**src/rtl/serializador_tx.sv**
```systemverilog
// serializador_tx: parallel-to-serial transmitter for the Registrador datapath.
// Sends a byte as a UART-style frame, LSB first: start(0), DATA_W data bits,
// optional even parity bit, stop(1). Each serial bit is held for CLKS_PER_BIT clocks.
// Optional feature macro: SERIALIZADOR_PARITY_EN inserts the parity bit.
// All outputs come straight from flops.
module serializador_tx #(
  parameter int DATA_W       = 8,
  parameter int CLKS_PER_BIT = 16
) (
  input  logic              Clk,
  input  logic              Reset,
  input  logic [DATA_W-1:0] D,
  input  logic              Valid,
  output logic              Ready,
  output logic              Tx,
  output logic              Busy,
  output logic              Done
);

  localparam int CNT_W = (CLKS_PER_BIT > 1) ? $clog2(CLKS_PER_BIT) : 1;
  localparam int IDX_W = (DATA_W > 1) ? $clog2(DATA_W) : 1;
  localparam logic [CNT_W-1:0] CNT_LAST = CNT_W'(CLKS_PER_BIT - 1);
  localparam logic [IDX_W-1:0] IDX_LAST = IDX_W'(DATA_W - 1);

  typedef enum logic [2:0] {
    IDLE,
    START,
    DATA,
    PARITY,
    STOP
  } state_t;

  state_t            state_q;
  logic [CNT_W-1:0]  cnt_q;
  logic [CNT_W-1:0]  cnt_d;
  logic [IDX_W-1:0]  idx_q;
  logic [DATA_W-1:0] shreg_q;
  logic [DATA_W-1:0] shreg_d;
  logic              tx_q;
  logic              ready_q;
  logic              busy_q;
  logic              done_q;
  logic              cntWrap;

`ifdef SERIALIZADOR_PARITY_EN
  logic              parity_q;
`endif

  // Cycle counter wraps at the end of every serial bit; the shift register
  // drops one data bit per wrap so the next bit is always at position 0.
  assign cntWrap = (cnt_q == CNT_LAST);
  assign cnt_d   = cntWrap ? '0 : cnt_q + CNT_W'(1);
  assign shreg_d = shreg_q >> 1;

  // Frame sequencer: state, counters, shift register and registered outputs.
  always_ff @(posedge Clk) begin
    if (Reset) begin
      state_q  <= IDLE;
      cnt_q    <= '0;
      idx_q    <= '0;
      shreg_q  <= '0;
      tx_q     <= 1'b1;
      ready_q  <= 1'b1;
      busy_q   <= 1'b0;
      done_q   <= 1'b0;
`ifdef SERIALIZADOR_PARITY_EN
      parity_q <= 1'b0;
`endif
    end else begin
      done_q <= 1'b0;
      case (state_q)
        IDLE: begin
          cnt_q   <= '0;
          idx_q   <= '0;
          tx_q    <= 1'b1;
          ready_q <= 1'b1;
          busy_q  <= 1'b0;
          if (Valid) begin
            shreg_q  <= D;
`ifdef SERIALIZADOR_PARITY_EN
            parity_q <= ^D;
`endif
            state_q  <= START;
            tx_q     <= 1'b0;
            ready_q  <= 1'b0;
            busy_q   <= 1'b1;
          end
        end

        START: begin
          cnt_q <= cnt_d;
          if (cntWrap) begin
            state_q <= DATA;
            tx_q    <= shreg_q[0];
          end
        end

        DATA: begin
          cnt_q <= cnt_d;
          if (cntWrap) begin
            shreg_q <= shreg_d;
            if (idx_q == IDX_LAST) begin
              idx_q   <= '0;
`ifdef SERIALIZADOR_PARITY_EN
              state_q <= PARITY;
              tx_q    <= parity_q;
`else
              state_q <= STOP;
              tx_q    <= 1'b1;
`endif
            end else begin
              idx_q <= idx_q + IDX_W'(1);
              tx_q  <= shreg_d[0];
            end
          end
        end

`ifdef SERIALIZADOR_PARITY_EN
        PARITY: begin
          cnt_q <= cnt_d;
          if (cntWrap) begin
            state_q <= STOP;
            tx_q    <= 1'b1;
          end
        end
`endif

        STOP: begin
          cnt_q <= cnt_d;
          tx_q  <= 1'b1;
          if (cntWrap) begin
            state_q <= IDLE;
            ready_q <= 1'b1;
            busy_q  <= 1'b0;
            done_q  <= 1'b1;
          end
        end

        default: begin
          state_q <= IDLE;
          cnt_q   <= '0;
          idx_q   <= '0;
          tx_q    <= 1'b1;
          ready_q <= 1'b1;
          busy_q  <= 1'b0;
        end
      endcase
    end
  end

  assign Tx    = tx_q;
  assign Ready = ready_q;
  assign Busy  = busy_q;
  assign Done  = done_q;

endmodule

```
**config.mk**
```make
export PLATFORM = sky130hd
export DESIGN_NAME = serializador_tx
export DESIGN_NICKNAME = d
export VERILOG_FILES = /design/src/rtl/serializador_tx.sv
export SDC_FILE = /design/constraint.sdc
export NUM_CORES = 1
export LEC_CHECK = 0
export BUFFER_PORTS_ARGS = -buffer_cell sky130_fd_sc_hd__buf_2
export CORE_MARGIN = 8
export CORE_UTILIZATION = 40
export CTS_CLUSTER_DIAMETER = 200
export DETAILED_ROUTE_END_ITERATION = 8
export SYNTH_ARGS = -nofsm -noshare
export SYNTH_HDL_FRONTEND = slang
export SYNTH_SLANG_ARGS = --single-unit
export TNS_END_PERCENT = 1
```
**constraint.sdc**
```tcl
create_clock -name Clk -period 2.3 [get_ports Clk]
set_input_delay 0.23 -clock Clk [delete_from_list [all_inputs] [get_ports Clk]]
set_output_delay 0.23 -clock Clk [all_outputs]
set_load 0.05 [all_outputs]
```
# Word-level counts from Yosys, hierarchy flattened
# Cells that the tools add are included.
# Widths: inputs -> output; s select.
# op_classes
add_sub_neg	2
multipliers	0
n_div	0
n_lt_le_gt_ge	0
n_eq_ne	10
n_shift	0
muxes	23
bitwise	4
reduce_logical	12
# op_table
cell	n
$mux 3	7
$mux 8	2
$pmux 8 s2	1
$pmux 3 s4	1
$ne 2x2->1 const B	5
$pmux 1 s3	3
$mux 1	8
$eq 3x3->1 const B	2
$pmux 3 s2	1
$reduce_and 2->1	3
$reduce_or 2->1	3
$reduce_or 3->1	2
$reduce_and 5->1	1
$add 4x1->4 const B	1
$eq 4x4->1 const B	1
$not 1->1	4
$add 3x1->3 const B	1
$eq 3x1->1 const B	1
$eq 3x2->1 const B	1
$logic_not 3->1	1
$reduce_and 3->1	1
$reduce_bool 2->1	1
# word_totals
regBits	22
latchBits	0
ram_bits	0
rom_bits	0
output_inout_bits	4
word_cells	59
mem_count	0

# Depth between registers and ports, before layout
# Gate-level depths: netlist (run 1).
# depth
ltp_word	4
depth_mapped	7

# Worst setup path after synthesis (run 1)
# OpenSTA, ideal clock, no wires.
# synth_path
kind	register to register
from	register state_q[0]
to	register shreg_q[1]
setup_ns	0.088
arrival_ns	1.518
t_required_ns	2.212
slack_ns	0.694
stages_incl_launch_ff	8
n_path_buf	3
path_cell_list	dfxtp_1 buf_6 or3b_1 buf_6 o21ai_4 buf_6 nor2_1 a311oi_2
# synth_via
elab_chain_cells	3
# synth_lines
item	line	rtl
start, declared	33	state_t state_q;
start signal, assigned	58	state_q <= IDLE;
start signal, assigned	83	state_q <= START;
start signal, assigned	93	state_q <= DATA;
$eq 3x2->1 or $logic_not 3->1 (tied branches)	71	case (state_q)
$ne 2x2->1 (no source line) or $reduce_bool 2->1 (tied branches)	-	
$reduce_and 3->1 (no source line)	-	
end signal, assigned	101	shreg_q <= shreg_d;
end, declared	37	logic [DATA_W-1:0] shreg_q;
# Parallel ways exist; a longest one is shown, timed or not.
# A chain may end at the register's enable or synchronous reset.

# Worst setup path in the final report (run 1)
# layout_path
from	register state_q[2]
to	register shreg_q[5]
# Same word-level chain as after synthesis.

==> summary.txt, run 1 <==
Place
  • # placed instances: 168
  • GP Congestion: 0.705
  • HPWL after detailed placement: 1.67 mm
  • Port bufs: 14

Die
  • I/O pin total: 15
  • DIE AREA: 4740 µm²
  • Die X: 68.9 µm
  • Row count: 19
  • Starting Density: 0.413
  • Die Ht: 68.9 µm
  • Core region area: 2710 µm²

Detailed routing
  • Avg Vias per Cell: 5.49
  • # DRC: 0
  • Wirelength, routed: 2.28 mm
  • DRT Pass-1 Iters: 4
  • Post-route ant nets: 0
  • DR WL/cell: 13.2 µm
  • Initial DRC Count: 42
  • Vias: 945

Power and ir drop
  • VDD IR max: 0.302 mV
  • Leakage power: 0.491 nW
  • PwrDens: 590 nW/µm²

Setup path
  • Reg2Reg Depth: 4
  • CP Launch Type: flop
  • Crit path required time: 2.52 ns
  • FF-to-FF End: shreg_q[5]$_SDFFE_PP0P_
  • Data arrival, critical path: 2.14 ns
  • Reg2Reg Launch Point: state_q[2]$_SDFFE_PP0P_
  • Setup crit end kind: flop
  • R2R Setup Slk: 0.37 ns
  • CP Class: reg2reg
  • Critical Path Fanout Max: 14

Finish
  • Fraction of layout cells with a size suffix above 1: 0.206
  • Final Non-Filler Cells: 172
  • Nets: 156
  • Filler cells: 294
  • Most common cell after layout, fill and taps aside: dfxtp_1
  • Diodes inserted: 0
  • Most frequent cells in the layout: dfxtp_1 (22), nor2_1 (21), nand2_1 (17)
  • Area Growth Syn to Fin: 8.95%

Logic synthesis
  • Syn_nets: 145
  • Primary FF master, synth: dfxtp_1
  • Syn avg cell area: 8.54 µm²
  • EDFF count, synth: 0
  • Yosys warning count: 0
  • Mapped cell area: 1120 µm²
  • Number of distinct library cells after synthesis: 39
  • Synth async-reset ratio: 0
  • Sequential area share after synthesis: 0.394
  • Yosys reg bits: 22
  • Synth Instances: 131

Clock tree
  • # clock sinks: 22
  • Clock Latency Late Sink: 0.31 ns
  • Post-CTS Setup Bufs: 0
  • Clock H-tree levels: 1
  • PostCTS Resize Cnt: 0
  • Clock buffer depth: 2
  • CTS tree: done
  • Hold Buf Count CTS: 0
  • Root buf cell: clkbuf_4
  • CTS buffer count: 3
  • Worst-path clk slew: 0.13 ns

STA
  • Max Fclk: 519 MHz
  • Final min period: 1.93 ns
  • Pins Over Slew Limit: 0
  • Slew Limit Headroom: 0.712
  • Worst-margin pin slew: 0.431 ns
  • Final setup vio count: 0
  • RSZ-0062 raised after global routing: false
  • Hold violation total from the final report: 0
  • Hold_ws: 0.169 ns
  • Worst clock skew: 0.0108 ns
  • Final period util: 0.837
  • Setup TNS: 0 ns

Global routing
  • Total grt overflow: 0
  • Vias in the first global route: 888
  • Initial antenna violation count: 0
  • First-pass GRT wire length: 4.02 mm
  • GRT Total Usage: 0.108
  • Largest net degree at the start of global routing: 20

Hold path
  • Hold Path Sink: shreg_q[3]$_SDFFE_PP0P_
  • Hold crit path type: in2reg
  • Worst hold start: D[3]
  • WHS Path Cells: 3

Outcome
  • Run status: completed

Flow run
  • Max_cap viols: 0
## kinds of logic after synthesis
kind of cell,synth area share
simple gates,0.233
compound gates,0.208
flops,0.394
buf+inv,0.0738
xor+xnor,0.0392
fa+ha+maj,0.0336
mux,0.0190
## metal layers
metal | part of all wire | up-vias | global-route usage
li1 | - | 482 | -
met1 | 0.45 | 445 | 0.131
met2 | 0.48 | 16 | 0.178
met3 | 0.057 | 2 | 0.0307
met4 | 0.0075 | 0 | 0.0401
met5 | 0 | - | 0
## worst max path at each step
stage / start / to / slack (ns) / depth (start not counted)
after floorplan: state_q[0]$_SDFFE_PP0P_ / shreg_q[1]$_SDFFE_PP0P_ / 0.69 / 7
after global placement: state_q[2]$_SDFFE_PP0P_ / shreg_q[1]$_SDFFE_PP0P_ / 0.51 / 4
after detailed placement: state_q[2]$_SDFFE_PP0P_ / shreg_q[6]$_SDFFE_PP0P_ / 0.42 / 4
after CTS: state_q[2]$_SDFFE_PP0P_ / shreg_q[1]$_SDFFE_PP0P_ / 0.40 / 4
after global routing: state_q[2]$_SDFFE_PP0P_ / shreg_q[6]$_SDFFE_PP0P_ / 0.24 / 4
final: state_q[2]$_SDFFE_PP0P_ / shreg_q[5]$_SDFFE_PP0P_ / 0.37 / 4
## cell usage after synthesis (all sizes together) (2+ instances only)
cell type  number  area share
dfxtp          22        0.39
nand2          17       0.057
o21ai           6       0.037
xnor2           3       0.023
nor3            3       0.013
a311oi          7       0.072
ha              3       0.034
a21oi           5       0.022
xor2            2       0.016
clkbuf          6       0.020
or3b            2       0.016
nor2           21       0.070
buf             5       0.040
inv             4       0.013
a32oi           3       0.023
nand2b          3       0.017
nand3           2      0.0089
## registers in the layout, summed over array words and instances, names as in the netlist
signal and flops:
Done 1, Ready 1, shreg_q 8, state_q 3
Tx 1, cnt_q 4, Busy 1, idx_q 3
## where the power goes
group / switching, mW / internal, mW
clock network: 0.117 / 0.0966
logic: 0.0569 / 0.0370
registers: 0.0129 / 0.399
total: 0.186 / 0.533
## area by class of cell
class                           instances  area, µm²  share of cell area
Clock buffer                            4       36.3              0.0298
Multi-Input combinational cell         94        596               0.489
Inverter                                4       15.0              0.0123
Tap cell                               31       38.8              0.0318
Timing Repair Buffer                   17       92.6              0.0760
Sequential cell                        22        440               0.361
## metrics by stage
| stage | setup WS (ns) | cell area [µm²] | total power, mW | util |
|---|---|---|---|---|
| 3_5_place_dp | 0.423 | 1180 | 0.514 | 0.436 |
| 2_1_floorplan | 0.694 | 1120 | 0.493 | - |
| 6_report | 0.374 | 1220 | 0.719 | 0.450 |
| 4_1_cts | 0.396 | 1220 | 0.726 | 0.450 |
| 3_3_place_gp | 0.511 | 1180 | 0.511 | 0.436 |
| 5_1_grt | 0.240 | 1220 | 0.758 | 0.450 |
## worst max-delay path, stage by stage, from the launching register on
cell and delay (ns):
dfxtp_1 0.46, or3b_1 0.59, o21ai_4 0.42, nor2_1 0.09, a311oi_1 0.28
No activity file was read; power rests on OpenSTA's default activity.
==> run 2, diff against run 1 <==
==> constraint.sdc (replaced) <==
create_clock -name Clk -period 1.8 [get_ports Clk]
set_input_delay 0.18 -clock Clk [delete_from_list [all_inputs] [get_ports Clk]]
set_output_delay 0.18 -clock Clk [all_outputs]
set_load 0.05 [all_outputs]
==> summary.txt, run 2 (synthesis results as in run 1) <==
Outcome
  • Run status: completed

Finish
  • Most frequent cells in the layout: dfxtp_1 (22), nor2_1 (21), nand2_1 (17)
  • Largest registers: shreg_q x8, cnt_q x4
  • Diodes inserted: 0
  • Layout Utilization: 0.461
  • Fraction of layout cells with a size suffix above 1: 0.228
  • Nets: 160
  • Most common cell after layout, fill and taps aside: dfxtp_1
  • Area Growth Syn to Fin: 11.6%
  • Filler cells: 274
  • Largest Register: shreg_q
  • Final Non-Filler Cells: 176
  • Max reg flops: 8

Die
  • Row count: 19
  • Core region area: 2710 µm²
  • Starting Density: 0.413
  • Die Ht: 68.9 µm
  • Die X: 68.9 µm
  • DIE AREA: 4740 µm²
  • I/O pin total: 15

STA
  • Max Fclk: 602 MHz
  • Worst clock skew: 0.00214 ns
  • Final period util: 0.922
  • Pins Over Slew Limit: 0
  • Final min period: 1.66 ns
  • Hold violation total from the final report: 0
  • Setup TNS: 0 ns
  • RSZ-0062 raised after global routing: false
  • Slew Limit Headroom: 0.738
  • Final setup vio count: 0
  • Worst-margin pin slew: 0.391 ns

Setup path
  • CP Launch Type: flop
  • Cells along the critical path: or3b_1 > o21ai_4 > nor2_1 > a311oi_2
  • Reg2Reg Launch Point: state_q[1]$_SDFFE_PP0P_
  • Data arrival, critical path: 1.89 ns
  • Slowest cell on crit path: dfxtp_1
  • Worst path max stage delay: 0.42 ns
  • CP Class: reg2reg
  • Setup crit end kind: flop
  • Crit path required time: 2.03 ns
  • Critical Path Fanout Max: 14
  • Worst Setup SP: state_q[1]$_SDFFE_PP0P_

Power and ir drop
  • PwrDens: 737 nW/µm²
  • Leakage power: 0.510 nW
  • VDD IR max: 0.630 mV
  • Total Power: 0.920 mW

Hold path
  • Hold crit path type: in2reg
  • Worst hold start: D[3]

Place
  • # placed instances: 172
  • Port bufs: 14
  • GP Congestion: 0.738
  • HPWL after detailed placement: 1.69 mm

Clock tree
  • Root buf cell: clkbuf_4
  • Hold Buf Count CTS: 0
  • CTS tree: done
  • PostCTS Resize Cnt: 0
  • # clock sinks: 22
  • Worst-path clk slew: 0.12 ns
  • Clock H-tree levels: 1
  • Post-CTS Setup Bufs: 0
  • Clock buffer depth: 2
  • CTS buffer count: 3
  • Clock Latency Late Sink: 0.31 ns

Detailed routing
  • # DRC: 0
  • Post-route ant nets: 0
  • DRT Pass-1 Iters: 4
  • Avg Vias per Cell: 5.37
  • DR WL/cell: 12.8 µm
  • Initial DRC Count: 44
  • Wirelength, routed: 2.26 mm
  • Vias: 945

Global routing
  • First-pass GRT wire length: 3.99 mm
  • Initial antenna violation count: 0
  • Total grt overflow: 0
  • Largest net degree at the start of global routing: 20
  • GRT Total Usage: 0.107
  • Vias in the first global route: 910

Flow run
  • Max_cap viols: 0
-- run 2: critical path: cells and delay by family, from the launching register on --
kind	cells	cell delay (ns)
AOI/OAI and AO/OA	2	0.63
DFF	1	0.42
and+or+nand+nor	2	0.52
-- run 2: cell type report --
type                            instances  area (µm²)  area share
Clock buffer                            4        36.3      0.0291
Tap cell                               31        38.8      0.0311
Timing Repair Buffer                   21         123      0.0982
Sequential cell                        22         440       0.353
Multi-Input combinational cell         94         596       0.477
Inverter                                4        15.0      0.0120
-- run 2: final timing paths --
kind | slack (ns) | endpoint | cells past startpoint
max | 0.14 | shreg_q[6]$_SDFFE_PP0P_ | 4
min reg2reg | 0.45 | cnt_q[0]$_SDFF_PP0_ | 1
max reg2reg | 0.14 | shreg_q[6]$_SDFFE_PP0P_ | 4
min | 0.12 | shreg_q[3]$_SDFFE_PP0P_ | 3
-- run 2: where the power goes --
part	switching, mW	leakage, nW	internal (mW)
Combinational	0.0735	0.309	0.0493
Clock	0.149	0.0210	0.123
Sequential	0.0145	0.180	0.510
Total	0.237	0.510	0.683
-- run 2: metal layers --
layer  part of all wire  track usage  up-vias
li1                   -            -      483
met1               0.47        0.133      450
met2               0.48        0.180       10
met3              0.047       0.0355        2
met4             0.0053       0.0150        0
met5                  0            0        -
-- run 2: per-stage QoR --
| step | hold slack, ns | setup WS [ns] | area [µm²] |
|---|---|---|---|
| after floorplan | 0.342 | 0.194 | 1120 |
| after global placement | 0.432 | 0.255 | 1210 |
| after detailed placement | 0.438 | 0.157 | 1210 |
| after CTS | 0.118 | 0.128 | 1250 |
| after global routing | 0.123 | 0.0551 | 1250 |
| final | 0.121 | 0.140 | 1250 |
==> run 3, diff against run 2 <==
--- a/config.mk
+++ b/config.mk
@@ -7,8 +7,9 @@
 export LEC_CHECK = 0
 export BUFFER_PORTS_ARGS = -buffer_cell sky130_fd_sc_hd__buf_2
 export CORE_MARGIN = 8
-export CORE_UTILIZATION = 40
+export CORE_UTILIZATION = 31
 export CTS_CLUSTER_DIAMETER = 200
+export CTS_CLUSTER_SIZE = 30
 export DETAILED_ROUTE_END_ITERATION = 8
 export SYNTH_ARGS = -nofsm -noshare
 export SYNTH_HDL_FRONTEND = slang
==> summary.txt, run 3 (synthesis results as in run 1) <==
Detailed routing
  • Avg Vias per Cell: 4.96
  • Initial DRC Count: 33
  • Vias: 952
  • Wirelength, routed: 2.32 mm
  • DRT Pass-1 Iters: 5
  • Post-route ant nets: 0
  • # DRC: 0
  • DR WL/cell: 12.1 µm

STA
  • Final period util: 0.911
  • Max Fclk: 610 MHz
  • Pins Over Slew Limit: 0
  • RSZ-0062 raised after global routing: false
  • Final min period: 1.64 ns
  • Final setup vio count: 0
  • Hold violation total from the final report: 0
  • Setup TNS: 0 ns
  • Worst-margin pin slew: 0.401 ns
  • Worst clock skew: 0.00445 ns
  • Slew Limit Headroom: 0.732

Place
  • Port bufs: 14
  • HPWL after detailed placement: 1.73 mm
  • GP Congestion: 0.763

Finish
  • Max reg flops: 8
  • Area Growth Syn to Fin: 14.3%
  • Fraction of layout cells with a size suffix above 1: 0.222
  • Nets: 159
  • Diodes inserted: 0
  • Largest Register: shreg_q
  • Largest registers: shreg_q x8, cnt_q x4
  • Filler cells: 372
  • Most frequent cells in the layout: dfxtp_1 (22), nor2_1 (21), nand2_1 (17)
  • Most common cell after layout, fill and taps aside: dfxtp_1
  • Layout Utilization: 0.360

Outcome
  • Run status: completed

Setup path
  • Setup crit end kind: flop
  • R2R Setup Slk: 0.16 ns
  • Worst Setup SP: state_q[1]$_SDFFE_PP0P_
  • Data arrival, critical path: 1.87 ns
  • Crit path required time: 2.03 ns
  • Reg2Reg Launch Point: state_q[1]$_SDFFE_PP0P_
  • Crit path to: shreg_q[6]$_SDFFE_PP0P_
  • Reg2Reg Depth: 4
  • CP Launch Type: flop
  • CP Class: reg2reg
  • FF-to-FF End: shreg_q[6]$_SDFFE_PP0P_
  • Critical Path Fanout Max: 14

Global routing
  • First-pass GRT wire length: 4.00 mm
  • Vias in the first global route: 856
  • Total grt overflow: 0
  • GRT Total Usage: 0.0809
  • Initial antenna violation count: 0
  • Largest net degree at the start of global routing: 20

Clock tree
  • Clock H-tree levels: 1
  • Worst-path clk slew: 0.12 ns
  • PostCTS Resize Cnt: 0
  • # clock sinks: 22
  • Clock Latency Late Sink: 0.31 ns
  • Root buf cell: clkbuf_4
  • CTS tree: done
  • Clock buffer depth: 2
  • Hold Buf Count CTS: 0
  • Post-CTS Setup Bufs: 0
  • CTS buffer count: 3

Flow run
  • Max_cap viols: 0

Power and ir drop
  • Leakage power: 0.512 nW
  • VDD IR max: 0.380 mV
  • PwrDens: 795 nW/µm²

Hold path
  • Hold crit path type: in2reg

Die
  • Starting Density: 0.315
  • Core region area: 3550 µm²
  • I/O pin total: 15
  • Die X: 76.1 µm
  • Die Ht: 76.1 µm
  • Row count: 22
  • DIE AREA: 5790 µm²
-- run 3: changes by cell type in the layout (fill, tap and decap cells not counted) --
cell and change:
buf_4 -1, bufinv_16 +1, clkbuf_8 -1
-- run 3: through the flow --
stage	power [mW]	cells	worst slack, ns	hold WS [ns]	instance area [µm²]
floorplan	0.630	131	0.194	0.342	1120
global placement	0.653	188	0.255	0.432	1230
detailed placement	0.657	188	0.179	0.440	1230
CTS	1.04	192	0.139	0.116	1280
global route	1.07	192	0.0397	0.110	1280
finish	1.02	192	0.161	0.131	1280
-- run 3: critical path, cell delays in order (launching register included) --
cell and delay, ns:
dfxtp_1 0.42, or3b_1 0.43, o21ai_4 0.38, nor2_1 0.09, a311oi_2 0.24
-- run 3: power by group --
part | switching [mW] | internal (mW)
combinational | 0.0712 | 0.0473
clock | 0.148 | 0.225
sequential | 0.0155 | 0.510
total | 0.235 | 0.782
-- run 3: worst min-delay path by stage --
| stage | start | endpoint | slack (ns) | cells after the start |
|---|---|---|---|---|
| 2_1_floorplan | D[2] | shreg_q[2]$_SDFFE_PP0P_ | 0.34 | 2 |
| 3_3_place_gp | cnt_q[0]$_SDFF_PP0_ | cnt_q[0]$_SDFF_PP0_ | 0.43 | 1 |
| 3_5_place_dp | cnt_q[0]$_SDFF_PP0_ | cnt_q[0]$_SDFF_PP0_ | 0.44 | 1 |
| 4_1_cts | D[4] | shreg_q[4]$_SDFFE_PP0P_ | 0.12 | 3 |
| 5_1_grt | D[4] | shreg_q[4]$_SDFFE_PP0P_ | 0.11 | 3 |
| 6_report | D[3] | shreg_q[3]$_SDFFE_PP0P_ | 0.13 | 3 |
-- run 3: area by class of cell --
type	instances	area [µm²]	share of cell area
Clock buffer	3	22.5	0.0176
Tap cell	48	60.1	0.0470
Clock inverter	1	30.0	0.0235
Sequential cell	22	440	0.344
Timing Repair Buffer	20	115	0.0900
Inverter	4	15.0	0.0117
Multi-Input combinational cell	94	596	0.466
-- run 3: routing by layer --
metal | wire length (µm) | vias to the layer above | track usage
met5 | 0 | - | 0
met4 | 28 | 0 | 0.0173
met3 | 148 | 4 | 0.0389
met2 | 1040 | 21 | 0.119
met1 | 1100 | 442 | 0.104
li1 | - | 485 | -
